$ cat src/rtl/par8_cmd_ctrl.sv
// par8_cmd_ctrl: byte-level command sequencer.
// Frames strobed bytes from the parallel-bus receiver as opcode, length and
// payload. Valid payload goes out as a marked stream. A one-byte acknowledge
// goes back through the transmitter handshake. Unknown-opcode, timeout and
// overrun conditions are reported as one-cycle pulses.
//
// Ports:
//   clk, reset        clock; asynchronous active-high reset
//   rxd_data/_ready   receiver byte and its one-cycle strobe
//   cmd, cmd_len      latched opcode / payload length of the current frame
//   cmd_start         pulse: cmd/cmd_len newly valid (good opcode only)
//   pay_data/_valid   payload byte stream; pay_last marks the final byte
//   pay_last
//   tx_data/_valid    acknowledge byte (opcode, or 0xEE for a bad frame)
//   tx_ready          transmitter accepts on tx_valid & tx_ready
//   busy              high whenever a frame or acknowledge is in progress
//   err_unknown       pulse: opcode outside 0x01-0x0F
//   err_timeout       pulse: frame aborted after the inter-byte timeout
//   err_overrun       pulse: byte dropped while the acknowledge is pending
module par8_cmd_ctrl #(
    parameter int unsigned TIMEOUT_W = 20
) (
    input  logic       clk,
    input  logic       reset,
    input  logic [7:0] rxd_data,
    input  logic       rxd_data_ready,
    output logic [7:0] cmd,
    output logic [7:0] cmd_len,
    output logic       cmd_start,
    output logic [7:0] pay_data,
    output logic       pay_valid,
    output logic       pay_last,
    output logic [7:0] tx_data,
    output logic       tx_valid,
    input  logic       tx_ready,
    output logic       busy,
    output logic       err_unknown,
    output logic       err_timeout,
    output logic       err_overrun
);

    localparam int unsigned BYTE_W  = 8;
    localparam logic [BYTE_W-1:0] OP_MIN  = BYTE_W'(8'h01);
    localparam logic [BYTE_W-1:0] OP_MAX  = BYTE_W'(8'h0F);
    localparam logic [BYTE_W-1:0] NAK_BYTE = BYTE_W'(8'hEE);

    typedef enum logic [1:0] {
        ST_IDLE,
        ST_LEN,
        ST_PAYLOAD,
        ST_ACK
    } state_t;

    state_t              state, state_d;
    logic                bad, bad_d;
    logic [BYTE_W-1:0]   rem, rem_d;
    logic [TIMEOUT_W-1:0] tout, tout_d;

    logic [BYTE_W-1:0]   cmd_d, cmd_len_d, pay_data_d, tx_data_d;
    logic                cmd_start_d, pay_valid_d, pay_last_d;
    logic                tx_valid_d, busy_d;
    logic                err_unknown_d, err_timeout_d, err_overrun_d;

    // Next-state and next-output logic; every registered output is recomputed here.
    always_comb begin
        state_d       = state;
        bad_d         = bad;
        rem_d         = rem;
        tout_d        = tout;
        cmd_d         = cmd;
        cmd_len_d     = cmd_len;
        cmd_start_d   = 1'b0;
        pay_data_d    = '0;
        pay_valid_d   = 1'b0;
        pay_last_d    = 1'b0;
        err_unknown_d = 1'b0;
        err_timeout_d = 1'b0;
        err_overrun_d = 1'b0;

        // Inter-byte timer runs only while a frame is partially received.
        if (rxd_data_ready || state == ST_IDLE || state == ST_ACK) begin
            tout_d = '0;
        end else begin
            tout_d = tout + TIMEOUT_W'(1);
        end

        unique case (state)
            ST_IDLE: begin
                if (rxd_data_ready) begin
                    cmd_d         = rxd_data;
                    bad_d         = (rxd_data < OP_MIN) || (rxd_data > OP_MAX);
                    err_unknown_d = bad_d;
                    state_d       = ST_LEN;
                end
            end
            ST_LEN: begin
                if (rxd_data_ready) begin
                    cmd_len_d   = rxd_data;
                    rem_d       = rxd_data;
                    cmd_start_d = !bad;
                    state_d     = (rxd_data != '0) ? ST_PAYLOAD : ST_ACK;
                end else if (&tout) begin
                    err_timeout_d = 1'b1;
                    tout_d        = '0;
                    state_d       = ST_IDLE;
                end
            end
            ST_PAYLOAD: begin
                if (rxd_data_ready) begin
                    rem_d = rem - BYTE_W'(1);
                    // A bad frame's payload is swallowed so framing stays aligned.
                    if (!bad) begin
                        pay_valid_d = 1'b1;
                        pay_data_d  = rxd_data;
                        pay_last_d  = (rem == BYTE_W'(1));
                    end
                    if (rem == BYTE_W'(1)) begin
                        state_d = ST_ACK;
                    end
                end else if (&tout) begin
                    err_timeout_d = 1'b1;
                    tout_d        = '0;
                    state_d       = ST_IDLE;
                end
            end
            ST_ACK: begin
                err_overrun_d = rxd_data_ready;
                if (tx_valid && tx_ready) begin
                    state_d = ST_IDLE;
                end
            end
            default: state_d = ST_IDLE;
        endcase

        // Acknowledge and busy are derived from where the frame will be next cycle.
        tx_valid_d = (state_d == ST_ACK);
        tx_data_d  = tx_valid_d ? (bad_d ? NAK_BYTE : cmd_d) : '0;
        busy_d     = (state_d != ST_IDLE);
    end

    // State and output registers.
    always_ff @(posedge clk or posedge reset) begin
        if (reset) begin
            state       <= ST_IDLE;
            bad         <= 1'b0;
            rem         <= '0;
            tout        <= '0;
            cmd         <= '0;
            cmd_len     <= '0;
            cmd_start   <= 1'b0;
            pay_data    <= '0;
            pay_valid   <= 1'b0;
            pay_last    <= 1'b0;
            tx_data     <= '0;
            tx_valid    <= 1'b0;
            busy        <= 1'b0;
            err_unknown <= 1'b0;
            err_timeout <= 1'b0;
            err_overrun <= 1'b0;
        end else begin
            state       <= state_d;
            bad         <= bad_d;
            rem         <= rem_d;
            tout        <= tout_d;
            cmd         <= cmd_d;
            cmd_len     <= cmd_len_d;
            cmd_start   <= cmd_start_d;
            pay_data    <= pay_data_d;
            pay_valid   <= pay_valid_d;
            pay_last    <= pay_last_d;
            tx_data     <= tx_data_d;
            tx_valid    <= tx_valid_d;
            busy        <= busy_d;
            err_unknown <= err_unknown_d;
            err_timeout <= err_timeout_d;
            err_overrun <= err_overrun_d;
        end
    end

endmodule

$ cat config.mk
export PLATFORM = sky130hd
export DESIGN_NAME = par8_cmd_ctrl
export DESIGN_NICKNAME = d
export VERILOG_FILES = /design/src/rtl/par8_cmd_ctrl.sv
export SDC_FILE = /design/constraint.sdc
export NUM_CORES = 1
export LEC_CHECK = 0
export ABC_AREA = 1
export CAP_MARGIN = 20
export CORE_MARGIN = 1
export CORE_UTILIZATION = 65
export CTS_BUF_LIST = sky130_fd_sc_hd__clkbuf_8
export CTS_CLUSTER_SIZE = 16
export DETAILED_ROUTE_END_ITERATION = 10
export DONT_BUFFER_PORTS = 1
export HOLD_SLACK_MARGIN = 0.03
export PLACE_DENSITY = 0.91
export SYNTH_ARGS = -nofsm -noshare
export SYNTH_HDL_FRONTEND = slang
export SYNTH_SLANG_ARGS = --single-unit
$ cat constraint.sdc
create_clock -name clk -period 2.3 [get_ports clk]
set_input_delay 0.115 -clock clk [delete_from_list [all_inputs] [get_ports clk]]
set_output_delay 0.115 -clock clk [all_outputs]
set_load 0.1 [all_outputs]
==> results.sh <==
export IMPL_max_cap_violations=0
export IMPL_power_share_switching=0.531
export IMPL_p_switching_mw=2.91
export IMPL_worst_slack_at_placement_ns=0.340
export IMPL_total_leakage_power_nw=1.77
export IMPL_crit_path_max_fanout=14
export IMPL_worst_slew_pin_transition_ns=0.908
export IMPL_clock_skew_ns=0.0119
export IMPL_drt_wirelength_per_cell_um=16.3
export IMPL_avgSynthCellArea_um2=9.08
export IMPL_synthesis_nets=366
export IMPL_die_w_um=71.6
export IMPL_initial_antenna_violation_count=0
export IMPL_p_int_mw=2.57
export IMPL_setup_worst_path_end_class="flop"
export IMPL_synthesis_instances=347
export IMPL_grt_max_degree=30
export IMPL_track_usage=0.309
export IMPL_cp_data_required_time_ns=2.58
export IMPL_layout_filler_cell_count=256
export IMPL_timing_final_hold_violations=0
export IMPL_placement_rows=24
export IMPL_mostFrequentLayoutCells="dfrtp_1, nor2_1, nand2_1, inv_1, o21ai_0"
export IMPL_final_min_period_over_clock_period=0.886
export IMPL_hold_class="in -> reg"
export IMPL_initial_utilization=0.699
export IMPL_io_pins=52
export IMPL_setup_slack_ns=0.262
export IMPL_drt_iter0_markers=130
export IMPL_cts_buffers=9
export IMPL_placeableCoreArea_mm2=0.00450
export IMPL_htree_levels=3
export IMPL_drt_pass1_iter_count=4
export IMPL_synthToLayoutAreaGrowth_pct=15.9
export IMPL_mostFrequentLayoutCell="dfrtp_1"
export IMPL_grt_setup_unrepaired="no"
export IMPL_design_power_total_mw=5.48
export IMPL_post_drt_via_cell_ratio=5.76
export IMPL_port_buffer_count=0
export IMPL_power_ir_vdd_worst_v=0.00115
export IMPL_cts_buffer_depth=2
export IMPL_final_wtd_congestion=0.865
export IMPL_grt_remaining_overflow=0
export IMPL_run_status="completed"
export IMPL_place_detailed_hpwl_mm=4.85
export IMPL_post_cts_setup_buffers=0
export IMPL_first_global_vias=2568
export IMPL_design_die_area_mm2=0.00513
export IMPL_finalHoldWorstSlack_ns=0.0461
export IMPL_final_antenna_net_count=0
export IMPL_numClockSinks=71
export IMPL_maxClockFrequency_ghz=0.491
export IMPL_yosys_cell_types_count=32
export IMPL_final_nets=402
export IMPL_wl_mm=7.16
export IMPL_summed_instance_area_of_the_synthesized_netlist_mm2=0.00315
export IMPL_slew_limit_headroom=0.395
export IMPL_pins_over_slew_limit=0
export IMPL_crit_type="reg -> reg"
export IMPL_vias=2535
export IMPL_seqPwrFrac=0.379
export IMPL_cts_tree="yes"
export IMPL_clk_insertion_delay_late_ns=0.35
export IMPL_timing_setup_tns_ns=0
export IMPL_final_period_minus_worst_setup_slack_ns=2.04
export IMPL_synth_area_top_cells="dfrtp_1, nor2_1, nand2_1"
export IMPL_worst_ep_arrival_time_ns=2.32
export IMPL_netlist_top_cell_by_area="dfrtp_1"
export IMPL_drive_gt1_frac=0.142
export IMPL_setup_violators_final=0
export IMPL_grt_first_pass_wirelength_mm=11.8
export IMPL_drc_violations_left=0
export IMPL_setup_worst_path_start_class="flop"
export IMPL_synth_seq_cells=71
export IMPL_power_density_mw_per_mm2=1500
export IMPL_post_synth_top_area_fraction=0.564
export IMPL_comb_power_share=0.437
export IMPL_clock_root_buffer="clkbuf_8"
export IMPL_diodes=0
export IMPL_yosysWarnings=0
export IMPL_synth_seq_area_share=0.564
export IMPL_die_height_um=71.6
export IMPL_clkSlewWorstSetupHoldPaths_ns=0.08
export IMPL_p_clk_frac=0.183
-- registers in the layout (all words and copies together) (netlist names), 2 cells and up --
register / count
state: 2
tout: 20
cmd: 8
pay_data: 8
cmd_len: 8
tx_data: 8
rem: 8
-- Yosys cell counts, drive strengths merged --
master / number
nand4: 5
nor3b: 3
xnor2: 2
clkbuf: 3
o221ai: 2
o211ai: 3
o21ai: 37
ha: 7
o21a: 3
dfrtp: 71
a21oi: 5
inv: 37
or2: 1
nor3: 7
clkinv: 1
xor2: 10
a21boi: 1
buf: 3
nand2: 63
nand3: 12
a31oi: 1
a31o: 1
nor2: 69
-- cell type report --
cell class,instances,area (µm²),area share
tap,52,65.1,0.0178
sequential,71,1780,0.487
clock buffer,9,124,0.0339
multi-input combinational,232,1200,0.330
timing repair buffer,31,258,0.0706
clock inverter,7,80.1,0.0219
inverter,38,143,0.0391
-- repair_timing --
action,4_1_cts,5_1_grt
hold buffers,10,0
gates resized for setup,0,0
hold endpoints to repair,59,0
-- layer usage --
metal	vias to the layer above	wire, µm	part of all wire	GRT usage
li1	1180	-	-	-
met1	1246	2810	0.39	0.362
met2	93	3710	0.52	0.534
met3	16	524	0.073	0.0900
met4	0	111	0.016	0.126
met5	-	0	0	0
-- kinds of logic (layout without fill, tap and decap cells) --
| family | Yosys count | after routing | share of synthesized area |
|---|---|---|---|
| simple gates | 160 | 160 | 0.226 |
| flops | 71 | 71 | 0.564 |
| compound gates | 53 | 53 | 0.0949 |
| buf+inv | 44 | 85 | 0.0536 |
| xor+xnor | 12 | 12 | 0.0334 |
| fa+ha+maj | 7 | 7 | 0.0278 |
-- path summary, 6_finish.rpt --
path / start / to / slack, ns / cells past startpoint
worst max-delay path: state[0] / tx_data[0] / 0.26 / 8
worst min-delay path: rxd_data_ready / tout[8] / 0.05 / 3
worst max register to register: state[0] / tx_data[0] / 0.26 / 8
worst min register to register: tout[0] / tout[0] / 0.47 / 1
max in group asynchronous: reset / tout[16] / 1.32 / 3
min in group asynchronous: reset / cmd[5] / 0.28 / 2
-- per-stage QoR --
step	cell area, µm²	cells	util
finish	3650	440	0.811
global route	3650	440	0.811
CTS	3650	440	0.811
detailed placement	3350	414	0.743
global placement	3350	414	0.743
floorplan	3150	347	-
-- power groups by stage --
stage / sequential (mW) / combinational, mW / clock (mW)
after global routing: 2.10 / 2.56 / 1.08
final: 2.08 / 2.39 / 1.01
after floorplan: 3.08 / 0.826 / 0
after detailed placement: 2.09 / 2.33 / 0
after CTS: 2.07 / 2.37 / 1.02
after global placement: 2.08 / 2.27 / 0
-- critical path, stage by stage (launching register included) --
cell	delay, ns
dfrtp_1	0.43
inv_1	0.12
ha_1	0.48
nand2_1	0.18
o21ai_1	0.18
nand2_1	0.08
a21oi_2	0.18
nand2_2	0.17
nor2_1	0.14
Note: power is estimated with default switching activity, not from simulation.
